--- config.mk ---
export PLATFORM = sky130hd
export DESIGN_NAME = sram_axi_arbiter
export DESIGN_NICKNAME = d
export VERILOG_FILES = /design/src/rtl/arb_pkg.sv /design/src/rtl/axi_wr_channel.sv /design/src/rtl/sram_axi_arbiter.sv
export SDC_FILE = /design/constraint.sdc
export NUM_CORES = 1
export LEC_CHECK = 0
export CORE_AREA = 3 3 149 151
export CTS_CLUSTER_DIAMETER = 200
export DETAILED_ROUTE_END_ITERATION = 12
export DIE_AREA = 0 0 152 154
export GPL_ROUTABILITY_DRIVEN = 0
export PLACE_DENSITY = 0.63
export SLEW_MARGIN = 20
export SYNTH_ARGS = -nofsm -noshare
export SYNTH_HDL_FRONTEND = slang
export SYNTH_SLANG_ARGS = --single-unit
--- constraint.sdc ---
create_clock -name i_clk -period 1.85 [get_ports i_clk]
set_input_delay 0.37 -clock i_clk [delete_from_list [all_inputs] [get_ports i_clk]]
set_output_delay 0.37 -clock i_clk [all_outputs]
set_load 0.01 [all_outputs]
--- src/rtl/arb_pkg.sv ---
// Shared encodings and AXI constants for the sram-to-AXI arbiter.
package arb_pkg;

   typedef enum logic {
      AR_IDLE = 1'b0,
      AR_SEND = 1'b1
   } ar_state_t;

   typedef enum logic [1:0] {
      W_IDLE = 2'd0,
      W_SEND = 2'd1,
      W_RESP = 2'd2
   } w_state_t;

   localparam int ARB_INST_ID = 0;
   localparam int ARB_DATA_ID = 1;

   localparam logic [7:0] LEN_SINGLE = 8'd0;
   localparam logic [1:0] BURST_INCR = 2'b01;
   localparam logic [1:0] LOCK_NONE  = 2'b00;
   localparam logic [3:0] CACHE_NONE = 4'b0000;
   localparam logic [2:0] PROT_NONE  = 3'b000;

endpackage

--- src/rtl/axi_wr_channel.sv ---
// Single-beat AXI write sequencer: AW and W issued together, then wait for B.
module axi_wr_channel
   import arb_pkg::*;
#(
   parameter int ADDR_W = 32,
   parameter int DATA_W = 32
) (
   input  logic              i_clk,
   input  logic              i_reset,
   input  logic              i_accept,
   input  logic [ADDR_W-1:0] i_addr,
   input  logic [2:0]        i_size,
   input  logic [DATA_W-1:0] i_wdata,
   input  logic [3:0]        i_wstrb,
   input  logic              i_awready,
   input  logic              i_wready,
   input  logic              i_bvalid,
   output logic              o_idle,
   output logic              o_pending,
   output logic              o_done,
   output logic [ADDR_W-1:0] o_awaddr,
   output logic [2:0]        o_awsize,
   output logic              o_awvalid,
   output logic [DATA_W-1:0] o_wdata,
   output logic [3:0]        o_wstrb,
   output logic              o_wvalid,
   output logic              o_bready
);

   w_state_t          r_state, w_next;
   logic              r_awvalid, r_wvalid;
   logic [ADDR_W-1:0] r_awaddr;
   logic [2:0]        r_awsize;
   logic [DATA_W-1:0] r_wdata;
   logic [3:0]        r_wstrb;

   always_ff @(posedge i_clk) begin
      if (i_reset) begin
         r_state   <= W_IDLE;
         r_awvalid <= 1'b0;
         r_wvalid  <= 1'b0;
         r_awaddr  <= '0;
         r_awsize  <= '0;
         r_wdata   <= '0;
         r_wstrb   <= '0;
      end else begin
         r_state <= w_next;
         if (i_accept) begin
            r_awaddr  <= i_addr;
            r_awsize  <= i_size;
            r_wdata   <= i_wdata;
            r_wstrb   <= i_wstrb;
            r_awvalid <= 1'b1;
            r_wvalid  <= 1'b1;
         end else begin
            // AW and W retire independently; either may finish first
            if (r_awvalid && i_awready) r_awvalid <= 1'b0;
            if (r_wvalid && i_wready)   r_wvalid  <= 1'b0;
         end
      end
   end

   always_comb begin
      w_next = r_state;
      case (r_state)
         W_IDLE: if (i_accept) w_next = W_SEND;
         W_SEND: if ((!r_awvalid || i_awready) && (!r_wvalid || i_wready)) w_next = W_RESP;
         W_RESP: if (i_bvalid) w_next = W_IDLE;
         default: w_next = W_IDLE;
      endcase
   end

   assign o_idle    = (r_state == W_IDLE);
   assign o_pending = (r_state != W_IDLE);
   assign o_bready  = (r_state == W_RESP);
   assign o_done    = o_bready & i_bvalid;
   assign o_awaddr  = r_awaddr;
   assign o_awsize  = r_awsize;
   assign o_awvalid = r_awvalid;
   assign o_wdata   = r_wdata;
   assign o_wstrb   = r_wstrb;
   assign o_wvalid  = r_wvalid;

endmodule

--- src/rtl/sram_axi_arbiter.sv ---
// Bridges the inst (read-only) and data sram-like ports onto one AXI3 master.
module sram_axi_arbiter
   import arb_pkg::*;
#(
   parameter int ADDR_W  = 32,
   parameter int DATA_W  = 32,
   parameter int ID_W    = 4,
   parameter int INST_ID = ARB_INST_ID,
   parameter int DATA_ID = ARB_DATA_ID
) (
   input  logic              i_clk,
   input  logic              i_reset,
   input  logic              i_inst_sram_req,
   input  logic [1:0]        i_inst_sram_size,
   input  logic [ADDR_W-1:0] i_inst_sram_addr,
   output logic              o_inst_sram_addr_ok,
   output logic              o_inst_sram_data_ok,
   output logic [DATA_W-1:0] o_inst_sram_rdata,
   input  logic              i_data_sram_req,
   input  logic              i_data_sram_wr,
   input  logic [1:0]        i_data_sram_size,
   input  logic [3:0]        i_data_sram_wstrb,
   input  logic [ADDR_W-1:0] i_data_sram_addr,
   input  logic [DATA_W-1:0] i_data_sram_wdata,
   output logic              o_data_sram_addr_ok,
   output logic              o_data_sram_data_ok,
   output logic [DATA_W-1:0] o_data_sram_rdata,
   output logic [ID_W-1:0]   o_arid,
   output logic [ADDR_W-1:0] o_araddr,
   output logic [7:0]        o_arlen,
   output logic [2:0]        o_arsize,
   output logic [1:0]        o_arburst,
   output logic [1:0]        o_arlock,
   output logic [3:0]        o_arcache,
   output logic [2:0]        o_arprot,
   output logic              o_arvalid,
   input  logic              i_arready,
   input  logic [ID_W-1:0]   i_rid,
   input  logic [DATA_W-1:0] i_rdata,
   input  logic [1:0]        i_rresp,
   input  logic              i_rlast,
   input  logic              i_rvalid,
   output logic              o_rready,
   output logic [ID_W-1:0]   o_awid,
   output logic [ADDR_W-1:0] o_awaddr,
   output logic [7:0]        o_awlen,
   output logic [2:0]        o_awsize,
   output logic [1:0]        o_awburst,
   output logic [1:0]        o_awlock,
   output logic [3:0]        o_awcache,
   output logic [2:0]        o_awprot,
   output logic              o_awvalid,
   input  logic              i_awready,
   output logic [ID_W-1:0]   o_wid,
   output logic [DATA_W-1:0] o_wdata,
   output logic [3:0]        o_wstrb,
   output logic              o_wlast,
   output logic              o_wvalid,
   input  logic              i_wready,
   input  logic [ID_W-1:0]   i_bid,
   input  logic [1:0]        i_bresp,
   input  logic              i_bvalid,
   output logic              o_bready
);

   ar_state_t         r_ar_state, w_ar_next;
   logic [ID_W-1:0]   r_arid;
   logic [ADDR_W-1:0] r_araddr;
   logic [2:0]        r_arsize;
   logic              r_inst_busy, r_data_busy;
   logic              w_data_rd_grant, w_inst_rd_grant, w_wr_accept, w_raw_hit;
   logic              w_inst_rdok, w_data_rdok;
   logic              w_wr_idle, w_wr_pending, w_wr_done;
   logic              w_unused_ok;

   assign w_wr_accept = w_wr_idle & i_data_sram_req & i_data_sram_wr & ~r_data_busy;

   // Stall fetches that would overtake a store to the same word, including one accepted this cycle
   assign w_raw_hit = (w_wr_pending & (o_awaddr[ADDR_W-1:2] == i_inst_sram_addr[ADDR_W-1:2]))
                    | (w_wr_accept & (i_data_sram_addr[ADDR_W-1:2] == i_inst_sram_addr[ADDR_W-1:2]));

   always_comb begin
      w_ar_next       = r_ar_state;
      w_data_rd_grant = 1'b0;
      w_inst_rd_grant = 1'b0;
      case (r_ar_state)
         AR_IDLE: begin
            if (i_data_sram_req && !i_data_sram_wr && !r_data_busy) begin
               w_data_rd_grant = 1'b1;
               w_ar_next       = AR_SEND;
            end else if (i_inst_sram_req && !r_inst_busy && !w_raw_hit) begin
               w_inst_rd_grant = 1'b1;
               w_ar_next       = AR_SEND;
            end
         end
         AR_SEND: if (i_arready) w_ar_next = AR_IDLE;
         default: w_ar_next = AR_IDLE;
      endcase
   end

   always_ff @(posedge i_clk) begin
      if (i_reset) begin
         r_ar_state <= AR_IDLE;
         r_arid     <= '0;
         r_araddr   <= '0;
         r_arsize   <= '0;
      end else begin
         r_ar_state <= w_ar_next;
         if (w_data_rd_grant) begin
            r_arid   <= ID_W'(DATA_ID);
            r_araddr <= i_data_sram_addr;
            r_arsize <= {1'b0, i_data_sram_size};
         end else if (w_inst_rd_grant) begin
            r_arid   <= ID_W'(INST_ID);
            r_araddr <= i_inst_sram_addr;
            r_arsize <= {1'b0, i_inst_sram_size};
         end
      end
   end

   // Returns without a matching outstanding request are swallowed
   assign w_inst_rdok = i_rvalid & (i_rid == ID_W'(INST_ID)) & r_inst_busy;
   assign w_data_rdok = i_rvalid & (i_rid == ID_W'(DATA_ID)) & r_data_busy;

   always_ff @(posedge i_clk) begin
      if (i_reset) begin
         r_inst_busy <= 1'b0;
         r_data_busy <= 1'b0;
      end else begin
         if (w_inst_rd_grant)  r_inst_busy <= 1'b1;
         else if (w_inst_rdok) r_inst_busy <= 1'b0;
         if (w_data_rd_grant || w_wr_accept)  r_data_busy <= 1'b1;
         else if (w_data_rdok || w_wr_done)   r_data_busy <= 1'b0;
      end
   end

   axi_wr_channel #(.ADDR_W(ADDR_W), .DATA_W(DATA_W)) u_wr (
      .i_clk     (i_clk),
      .i_reset   (i_reset),
      .i_accept  (w_wr_accept),
      .i_addr    (i_data_sram_addr),
      .i_size    ({1'b0, i_data_sram_size}),
      .i_wdata   (i_data_sram_wdata),
      .i_wstrb   (i_data_sram_wstrb),
      .i_awready (i_awready),
      .i_wready  (i_wready),
      .i_bvalid  (i_bvalid),
      .o_idle    (w_wr_idle),
      .o_pending (w_wr_pending),
      .o_done    (w_wr_done),
      .o_awaddr  (o_awaddr),
      .o_awsize  (o_awsize),
      .o_awvalid (o_awvalid),
      .o_wdata   (o_wdata),
      .o_wstrb   (o_wstrb),
      .o_wvalid  (o_wvalid),
      .o_bready  (o_bready)
   );

   assign o_inst_sram_addr_ok = w_inst_rd_grant;
   assign o_inst_sram_data_ok = w_inst_rdok;
   assign o_inst_sram_rdata   = i_rdata;
   assign o_data_sram_addr_ok = w_data_rd_grant | w_wr_accept;
   assign o_data_sram_data_ok = w_data_rdok | w_wr_done;
   assign o_data_sram_rdata   = i_rdata;

   assign o_arid    = r_arid;
   assign o_araddr  = r_araddr;
   assign o_arsize  = r_arsize;
   assign o_arvalid = (r_ar_state == AR_SEND);
   assign o_arlen   = LEN_SINGLE;
   assign o_arburst = BURST_INCR;
   assign o_arlock  = LOCK_NONE;
   assign o_arcache = CACHE_NONE;
   assign o_arprot  = PROT_NONE;
   assign o_rready  = 1'b1;

   assign o_awid    = ID_W'(DATA_ID);
   assign o_awlen   = LEN_SINGLE;
   assign o_awburst = BURST_INCR;
   assign o_awlock  = LOCK_NONE;
   assign o_awcache = CACHE_NONE;
   assign o_awprot  = PROT_NONE;
   assign o_wid     = ID_W'(DATA_ID);
   assign o_wlast   = 1'b1;

   assign w_unused_ok = ^{i_rresp, i_rlast, i_bid, i_bresp};

endmodule

# Word level (Yosys, flattened, before mapping)

Index checks and enable logic that the tools add are counted.

Register bits: 112
Bits of input ports: 159
Output and inout port bits: 230
Word-level logic and storage cells: 88

Equal/unequal tests: 8
Mux-type cells: 26
Bitwise gates (word level): 15
Reductions and logical operators: 26

Operators by type and width:

| cell                                                                     | count |
|---|---|
| 32-bit two-way mux                                                       | 2 |
| 30-bit equality test                                                     | 2 |
| 1-bit two-way mux                                                        | 17 |
| 2-bit nonzero test                                                       | 6 |
| 1-bit bitwise AND                                                        | 10 |
| 2-bit two-way mux                                                        | 5 |
| 1-bit logical AND                                                        | 7 |
| 1-bit zero test                                                          | 6 |
| 2-bit case mux with 3 select lines                                       | 1 |
| 4-bit by 1-bit equality test with 1-bit output (second input constant)   | 1 |
| 4-bit zero test                                                          | 1 |
| 1-bit logical OR                                                         | 4 |
| 2-bit inequality test (second input constant)                            | 2 |
| 1-bit bitwise OR                                                         | 3 |
| 3-bit AND reduction                                                      | 1 |
| 2-bit by 1-bit equality test with 1-bit output (second input constant)   | 1 |
| 2-bit equality test (second input constant)                              | 1 |
| 2-bit zero test                                                          | 1 |
| 2-bit by 1-bit inequality test with 1-bit output (second input constant) | 1 |
| 1-bit inverter                                                           | 2 |
| 1-bit case mux with 2 select lines                                       | 1 |

# Longest topological paths before layout

Gate-level depths: netlist of the first run.

Word-level depth: 13
Depth in mapped cells: 8
Gate-level depth less buffers: 6

# Hierarchy

A second synthesis of the first run with hierarchy kept.

Cells, all modules: 633
Area, all modules: 6208.5 um^2

Modules (own cells, without submodules):

| module           | instances | cells each | area each (um^2) | sequential area each (um^2) |
|---|---|---|---|---|
| sram_axi_arbiter | 1         | 384        | 3537.1           | 760.7 |
| axi_wr_channel   | 1         | 249        | 2671.3           | 1501.4 |

# Worst setup path after synthesis of the first run

OpenSTA, ideal clock, no wires.

Path type: register -> register
From: register u_wr.r_awaddr[8], in the netlist u_wr.o_awaddr[8]
To: register r_araddr[11], in the netlist o_araddr[11]
Library setup time: 0.087 ns
Arrival: 1.617 ns
Required time: 1.763 ns
Slack: 0.146 ns
Stages on the path, launching flop included: 8
Buffers on the path: 1
Period minus slack after synthesis: 1.704 ns
Cell sequence: dfxtp_1 -> xnor2_1 -> nand4_1 -> nor4_1 -> and3_2 -> o21ai_4 -> buf_6 -> a221oi_2

Cells in the longest elaborated chain, start to end: 9

Ends and longest elaborated chain:

| element                             | RTL line                | text |
|---|---|---|
| start: declaration                  | axi_wr_channel.sv:32    | `logic [ADDR_W-1:0] r_awaddr;` |
| start signal: assignment            | axi_wr_channel.sv:49    | `r_awaddr <= i_addr;` |
| 30-bit equality test                | sram_axi_arbiter.sv:79  | `assign w_raw_hit = (w_wr_pending & (o_awaddr[ADDR_W-1:2] == i_inst_sram_addr[ADDR_W-1:2]))` |
| 1-bit bitwise AND                   | sram_axi_arbiter.sv:79  |  |
| 1-bit bitwise OR                    | sram_axi_arbiter.sv:80  | `\| (w_wr_accept & (i_data_sram_addr[ADDR_W-1:2] == i_inst_sram_addr[ADDR_W-1:2]));` |
| 1-bit zero test                     | sram_axi_arbiter.sv:91  | `end else if (i_inst_sram_req && !r_inst_busy && !w_raw_hit) begin` |
| 1-bit logical AND                   | sram_axi_arbiter.sv:91  |  |
| 1-bit two-way mux                   | sram_axi_arbiter.sv:91  |  |
| 1-bit two-way mux                   | sram_axi_arbiter.sv:88  | `if (i_data_sram_req && !i_data_sram_wr && !r_data_busy) begin` |
| 1-bit two-way mux                   | sram_axi_arbiter.sv:86  | `case (r_ar_state)` |
| 2-bit nonzero test (no source line) | -                       |  |
| end signal: assignment              | sram_axi_arbiter.sv:111 | `r_araddr <= i_data_sram_addr;` |
| end signal: assignment              | sram_axi_arbiter.sv:115 | `r_araddr <= i_inst_sram_addr;` |
| end: declaration                    | sram_axi_arbiter.sv:68  | `logic [ADDR_W-1:0] r_araddr;` |

No other way between the ends.
A chain may end at the register's enable or synchronous reset.

# Worst setup path in the final report of the first run

From: register u_wr.r_awaddr[25], in the netlist u_wr.o_awaddr[25]
To: output port o_inst_sram_addr_ok

Cells in the longest elaborated chain, start to end: 8

Ends and longest elaborated chain:

| element              | RTL line               | text |
|---|---|---|
| 30-bit equality test | sram_axi_arbiter.sv:79 |  |
| 1-bit bitwise AND    | sram_axi_arbiter.sv:79 |  |
| 1-bit bitwise OR     | sram_axi_arbiter.sv:80 |  |
| 1-bit zero test      | sram_axi_arbiter.sv:91 |  |
| 1-bit logical AND    | sram_axi_arbiter.sv:91 |  |
| 1-bit two-way mux    | sram_axi_arbiter.sv:91 |  |
| 1-bit two-way mux    | sram_axi_arbiter.sv:88 |  |
| 1-bit two-way mux    | sram_axi_arbiter.sv:86 |  |
| end: declaration     | sram_axi_arbiter.sv:16 | `output logic o_inst_sram_addr_ok,` |

No other way between the ends.

==> run summary, run 1 <==
Post-synth EDFFs = 0
RSZ-0062 raised after global routing = yes
R2R cell count = 9
DRC = 0
Crit path required time = 1480 ps
Net Sw Power = 2213 uW
Worst Path Buf+Inv = 4
R2R Setup Slk = -310 ps
Violations in the final reports = negative setup slack
PwrDens = 735.2 nW/um2
Fill count = 2055
Hold path start = i_data_sram_addr[20]
VDD IR max = 0.0004413 V
Worst EP arrival = 1890 ps
Most frequent cells in the layout = clkdlybuf4s50_1, nand2_1, buf_4
Gr usage total = 19.07%
Core Area = 20960 um2
First-pass GRT wire length = 34720 um
Fin worst setup slack = -407.0 ps
Pre-antenna DRT Iters = 4
Chip width = 152 um
Vias per cell = 4.523
Area grow syn2layout = 57.96%
Clock power frac = 30.1%
Post-synthesis cell area = 6072 um2
Syn avg cell area = 8.552 um2
MaxCap Viol Count = 0
Combinational Power Share = 31.4%
CP Max Fanout = 2
Overflow after GRT = 0
Layout cell share with drive strength beyond 1 = 26.97%
CP Launch Type = register
Ant diodes = 0
CTS hold repair buffers = 0
Internal power = 4839 uW
CP delay by family, top = simple AND/OR/NAND/NOR gates
R2r endpoint = o_araddr[18]
Fin. Hold Viols = 0
Final period utilization = 122.0%
Critical path class = register to primary output
CP max stage delay = 340 ps
HP Class = input pin to register
Synth Register Bits = 112
Worst Setup End Kind = primary output
Die Span Y = 154 um
Post-route antenna net violation count = 0
Initial Util = 28.98%
Final critical-path required period = 2257 ps
Clock H-tree levels = 3
Clk root buf = clkbuf_16
Part of the Yosys area used for sequential elements = 36.93%
Top_reg_cell synth = dfxtp_1
Switching Share = 31.38%
Design Area, Final = 9592 um2
CTS buffer count = 9
Hold WS = 274.8 ps
WL final = 23590 um
Commonest non-fill, non-tap cell in the layout = clkdlybuf4s50_1
Hold path cells = 3
Final setup viols = 37
WP depth = 9
Bufs on Longest Clock Path = 2
Clock transition at path regs = 80 ps
Number of global-route vias before repair = 5528
Worst path slowest cell = dfxtp_2
Cell variety after synth = 39
Max-slew violations = 0
CTS tree = done
Cells along the critical path = xnor2_2, buf_4, nand4_1, nor4_2, buf_4, nand3_4, nand3_4, inv_2, buf_6
Worst-Skew Late Latency = 360 ps
Peak Freq = 443.1 MHz
I/O pins = 389
Synth Instances = 710
Via count of the routed design = 5654
DR WL/cell = 18.87 um
P_leak = 0.004098 uW
Flop pwr share = 38.5%
Worst-margin pin slew = 686.7 ps
Worst rel slew slack = 54.22%
Setup crit end = o_inst_sram_addr_ok
Async set or reset register ratio after synthesis = 0%
Outcome = finished with violations
Placed Area = 8827 um2
Clock Skews = 10.42 ps
Row count = 53
Worst r2r src = u_wr.o_awaddr[25]
Hpwl dp = 17340 um
Total die area = 23410 um2
Final nets = 1129
Clock sinks = 112
Initial antenna violation count = 1
Port buffer count = 230
DRT iter0 DRCs = 282
Crit. Startpoint = u_wr.o_awaddr[25]
Largest net degree at the start of global routing = 74
Yosys warnings = 0
-- through the flow --
stage | std cells | worst slack [ps] | TNS (ps) | power [uW] | utilization [%]
after floorplan | 761 | 146.4 | 0 | 3850 | -
after global placement | 1222 | -1182 | -61050 | 4819 | 42.12
after detailed placement | 1222 | -1209 | -64220 | 4831 | 42.12
after CTS | 1243 | -489.3 | -14060 | 7088 | 44.83
after global routing | 1250 | -563.7 | -15130 | 7390 | 45.77
final | 1250 | -407.0 | -11230 | 7052 | 45.77
-- worst min-delay path, delay by kind of cell --
kind / cells / cell delay [ps]
compound gates: 1 / 50
buf+inv: 1 / 110
simple gates: 1 / 60
-- kinds of logic (layout without fill, tap and decap cells) --
| logic type | count (synthesis) | after routing | share of synthesized area (%) |
|---|---|---|---|
| AOI/OAI and AO/OA | 120 | 120 | 15.62 |
| xor gates and xnor gates | 58 | 58 | 8.366 |
| buffers and inverters | 165 | 379 | 18.09 |
| DFF | 112 | 112 | 36.93 |
| muxes | 34 | 34 | 5.605 |
| other | 2 | 53 | 0.1237 |
| and+or+nand+nor | 219 | 219 | 15.27 |
-- cells in the mapped netlist (4+ instances only) --
master | count | area share, %
nor2_1 | 39 | 2.4
dfxtp_1 | 112 | 37
inv_1 | 6 | 0.37
a221oi_1 | 5 | 0.72
a221oi_2 | 30 | 7.4
mux2i_1 | 34 | 5.6
xor2_1 | 6 | 0.87
nand3_1 | 4 | 0.33
buf_4 | 121 | 15
nand2_1 | 144 | 8.9
nand4_1 | 12 | 1.2
clkbuf_1 | 31 | 1.9
xnor2_1 | 52 | 7.5
a21oi_1 | 75 | 6.2
-- layout make-up --
type | count | area, um2 | area share [%]
Tap cell | 275 | 344.1 | 3.587
Sequential cell | 112 | 2253 | 23.49
Timing Repair Buffer | 357 | 3344 | 34.87
Clock buffer | 9 | 225.2 | 2.348
Inverter | 6 | 22.52 | 0.2348
Multi-Input combinational cell | 484 | 3316 | 34.57
Clock inverter | 7 | 86.33 | 0.9001
-- metal layers --
metal  wire length [um]  global-route usage (%)
met1              10030                   24.26
met2              11440                   32.07
met3               1660                   5.207
met4                450                   4.923
met5                 12                       0
-- how the worst min path moves through the flow --
| stage | endpoint | slack (ps) |
|---|---|---|
| 2_1_floorplan | r_inst_busy | 460 |
| 3_3_place_gp | u_wr.o_wdata[3] | 440 |
| 3_5_place_dp | u_wr.o_wdata[30] | 450 |
| 4_1_cts | u_wr.o_awaddr[20] | 420 |
| 5_1_grt | u_wr.o_awaddr[20] | 280 |
| 6_report | u_wr.o_awaddr[20] | 270 |
-- power by group through the flow --
stage	combinational (uW)	sequential [uW]	clock (uW)
floorplan	1000	2850	0
global placement	2060	2760	0
detailed placement	2060	2770	0
CTS	2160	2720	2210
global route	2360	2740	2290
finish	2210	2720	2120
-- timing repair --
| item | CTS | global route |
|---|---|---|
| cloned | 2 | 1 |
| pin swaps | 29 | 45 |
| setup endpoints to repair | 112 | 112 |
| resized for setup | 118 | 107 |
| buffers inserted | 5 | 7 |
-- registers in the layout, summed over array words and instances (netlist names) --
signal,flops
o_araddr,32
o_arid,1
o_arsize,2
o_arvalid,1
r_data_busy,1
r_inst_busy,1
u_wr.o_awaddr,32
u_wr.o_awsize,2
u_wr.o_awvalid,1
u_wr.o_wdata,32
u_wr.o_wstrb,4
u_wr.o_wvalid,1
u_wr.r_state,2
No activity file was read; power rests on OpenSTA's default activity.
==> run 2, diff against run 1 <==
--- a/config.mk
+++ b/config.mk
@@ -7,6 +7,7 @@
 export LEC_CHECK = 0
-export CORE_AREA = 3 3 149 151
+export ABC_AREA = 1
+export CORE_AREA = 3 3 152 154
 export CTS_CLUSTER_DIAMETER = 200
 export DETAILED_ROUTE_END_ITERATION = 12
-export DIE_AREA = 0 0 152 154
+export DIE_AREA = 0 0 155 157
 export GPL_ROUTABILITY_DRIVEN = 0
--- a/constraint.sdc
+++ b/constraint.sdc
@@ -3,2 +3,2 @@
 set_output_delay 0.37 -clock i_clk [all_outputs]
-set_load 0.01 [all_outputs]
+set_load 0.05 [all_outputs]
==> run 2 against run 1 <==
  * The run still ends with negative setup slack left
  * Design area rose by 1.0%
  * First-iteration DRC count shrank 11%
  * Sequential power grew 3%
  * Fmax is 1.3% higher
  * Clock skew shrank 2.7 ps
  * Global-route usage decreased by 1.5 points
  * Register-to-register slack better by 340 ps
  * Routed wire length is 0.87% lower
==> run summary, run 2 <==
Outcome = finished with violations
Violations in the final reports = negative setup slack
Die Span Y = 157 um (+1.9%)
Synth top area cells = dfxtp_1, buf_4, nand2_1
Crit path required time = 1480 ps (about the same)
Total die area = 24340 um2 (+4.0%)
Clock transition at path regs = 80 ps (about the same)
Largest net degree at the start of global routing = 45 (-39%)
Gr usage total = 17.61% (-1.5 points)
Overflow after GRT = 0 (unchanged)
Via count of the routed design = 6411 (+13%)
Final nets = 1338 (+19%)
Core Area = 21820 um2 (+4.1%)
Worst path slowest cell = dfxtp_2
Pre-antenna DRT Iters = 4 (unchanged)
Synth area leader = dfxtp_1
Part of the Yosys area used for sequential elements = 34.50% (-2.4 points)
Row count = 54 (+1.9%)
Clock Skews = 7.688 ps (-2.732 ps)
Async set or reset register ratio after synthesis = 0% (unchanged)
WL final = 23380 um (-0.87%)
DR WL/cell = 15.93 um (-16%)
DRT iter0 DRCs = 251 (-11%)
Yosys top cell area share = 34.50% (-2.4 points)
Initial antenna violation count = 4 (+3)
Design Area, Final = 9688 um2 (+1.0%)
Top_reg_cell synth = dfxtp_1
Worst-Skew Late Latency = 360 ps (about the same)
Clock H-tree levels = 3 (unchanged)
Chip width = 155 um (+2.0%)
Peak Freq = 448.7 MHz (+1.3%)
I/O pins = 389 (unchanged)
Worst EP arrival = 1860 ps (-30 ps)
Synth Instances = 953 (+34%)
RSZ-0062 raised after global routing = yes
Post-route antenna net violation count = 0 (unchanged)
MaxCap Viol Count = 0 (unchanged)
Area grow syn2layout = 49.08%
Finished Layout Cells = 1468 (+17%)
PwrDens = 840.6 nW/um2 (+14%)
VDD IR max = 0.0004667 V (+5.8%)
R2R Setup Slk = 30 ps (+340 ps)
Syn avg cell area = 6.819 um2 (-20%)
Initial Util = 29.78% (+0.80 points)
P_leak = 0.004762 uW (+16%)
Cell with the most instances after synthesis = nand2_1
Vias per cell = 4.367 (-3.4%)
Cell variety after synth = 27 (-31%)
Synth Register Bits = 112 (unchanged)
CTS tree = done
Placed insts = 1414 (+16%)
Yosys warnings = 0 (unchanged)
CTS buffer count = 9 (unchanged)
CP delay by family, top = simple AND/OR/NAND/NOR gates
Hpwl dp = 17210 um (-0.75%)
Final setup viols = 2 (-95%)
Post-synth EDFFs = 0 (unchanged)
Post-synth top cells = nand2_1, nor2_1, buf_4
Placed Area = 8623 um2 (-2.3%)
Worst-margin pin slew = 510.7 ps (-176.0 ps)
Worst Path Buf+Inv = 3 (-1)
Fin. Hold Viols = 0 (unchanged)
Fin worst setup slack = -378.6 ps (+28.31 ps)
Worst rel slew slack = 66.09% (+12 points)
Clk root buf = clkbuf_16
Bufs on Longest Clock Path = 2 (unchanged)
Cells along the critical path = inv_4, nand2_2, nand4_1, nor2_1, nand2_1, nor2_2, nand2_2, nand4_1, inv_1, buf_6
Number of global-route vias before repair = 5965 (+7.9%)
Final period utilization = 120.5% (-1.5 points)
CP Launch Type = register
CP Max Fanout = 3 (+1)
Setup_tns = -532.6 ps (+10690 ps)
Fill count = 2278 (+11%)
Layout cell share with drive strength beyond 1 = 31.42% (+4.4 points)
First-pass GRT wire length = 33270 um (-4.2%)
Most frequent cells in the layout = buf_4, nand2_1, nor2_1
Post-synthesis cell area = 6499 um2 (+7.0%)
Final critical-path required period = 2229 ps (-28.31 ps)
Hold WS = 335.4 ps (+60.54 ps)
Commonest non-fill, non-tap cell in the layout = buf_4
Port buffer count = 230 (unchanged)
CP max stage delay = 360 ps (+20 ps)
Critical path class = register to primary output
Total power = 8144 uW (+15%)
Max-slew violations = 0 (unchanged)
HP Class = input pin to register
Clock sinks = 112 (unchanged)
Worst Setup End Kind = primary output
DRC = 0 (unchanged)
==> run 2: changes by cell type after synthesis, moves of 30 or more <==
| cell | before | now |
|---|---|---|
| a221oi_2 | 30 | 0 |
| nor2_1 | 39 | 133 |
| inv_1 | 6 | 104 |
| o21ai_0 | 2 | 87 |
| mux2i_1 | 34 | 0 |
| nand3_1 | 4 | 40 |
==> run 2: worst reg2reg max path, delay by kind of cell (launching register included) <==
kind                   cells  cell delay, ps
and+or+nand+nor            8             880
buffers and inverters      4             510
DFF                        1             340
AOI/OAI and AO/OA          1              50
==> run 2: layout make-up <==
class	instances	area (um2)	area share, %
Tap cell	280	350.3	3.616
Multi-Input combinational cell	614	3266	33.71
Inverter	114	431.7	4.456
Sequential cell	112	2282	23.56
Clock buffer	9	225.2	2.325
Antenna cell	4	10.01	0.1033
Timing Repair Buffer	328	3038	31.36
Clock inverter	7	85.08	0.8782
==> run 2: cell families after synthesis <==
kind of cell / Yosys count / share of synthesized area (%)
and+or+nand+nor: 346 / 21.79
buffers and inverters: 278 / 23.76
AOI/OAI and AO/OA: 170 / 13.30
DFF: 112 / 34.50
xor gates and xnor gates: 33 / 4.447
muxes: 12 / 2.079
other: 2 / 0.1156
==> run 2: repair_timing <==
item	in CTS	in global routing
hold buffers	0	0
pin swaps	37	41
gates resized for setup	110	90
gates cloned	3	7
hold endpoints to repair	0	0
buffers inserted	25	4
setup endpoints to repair	44	41
==> run 2: metal layers <==
| metal | global-route usage [%] | vias up | share of wire, % |
|---|---|---|---|
| li1 | - | 3263 | - |
| met1 | 21.53 | 2903 | 41 |
| met2 | 29.53 | 205 | 48 |
| met3 | 5.252 | 40 | 7.8 |
| met4 | 6.266 | 0 | 2.5 |
| met5 | 0 | - | 0 |
==> run 2: metrics by stage <==
stage,setup slack [ps],util (%)
floorplan,-74.34,-
CTS,-444.1,42.57
global route,-452.9,44.39
global placement,-736.1,39.51
finish,-378.6,44.39
detailed placement,-727.4,39.51
==> run 2: path summary, 6_finish.rpt <==
| check | start | endpoint | cells past startpoint |
|---|---|---|---|
| min reg2reg | u_wr.o_awaddr[2] | u_wr.o_awaddr[2] | 2 |
| max reg2reg | u_wr.r_state[0] | o_araddr[13] | 13 |
| min | i_data_sram_addr[18] | u_wr.o_awaddr[18] | 3 |
| max | u_wr.o_awaddr[10] | o_inst_sram_addr_ok | 10 |
==> run 2: power by group <==
part	switching, uW	internal [uW]	leakage, uW
sequential	140	2650	0.000936
combinational	2050	1180	0.00367
clock	1030	1080	0.000153
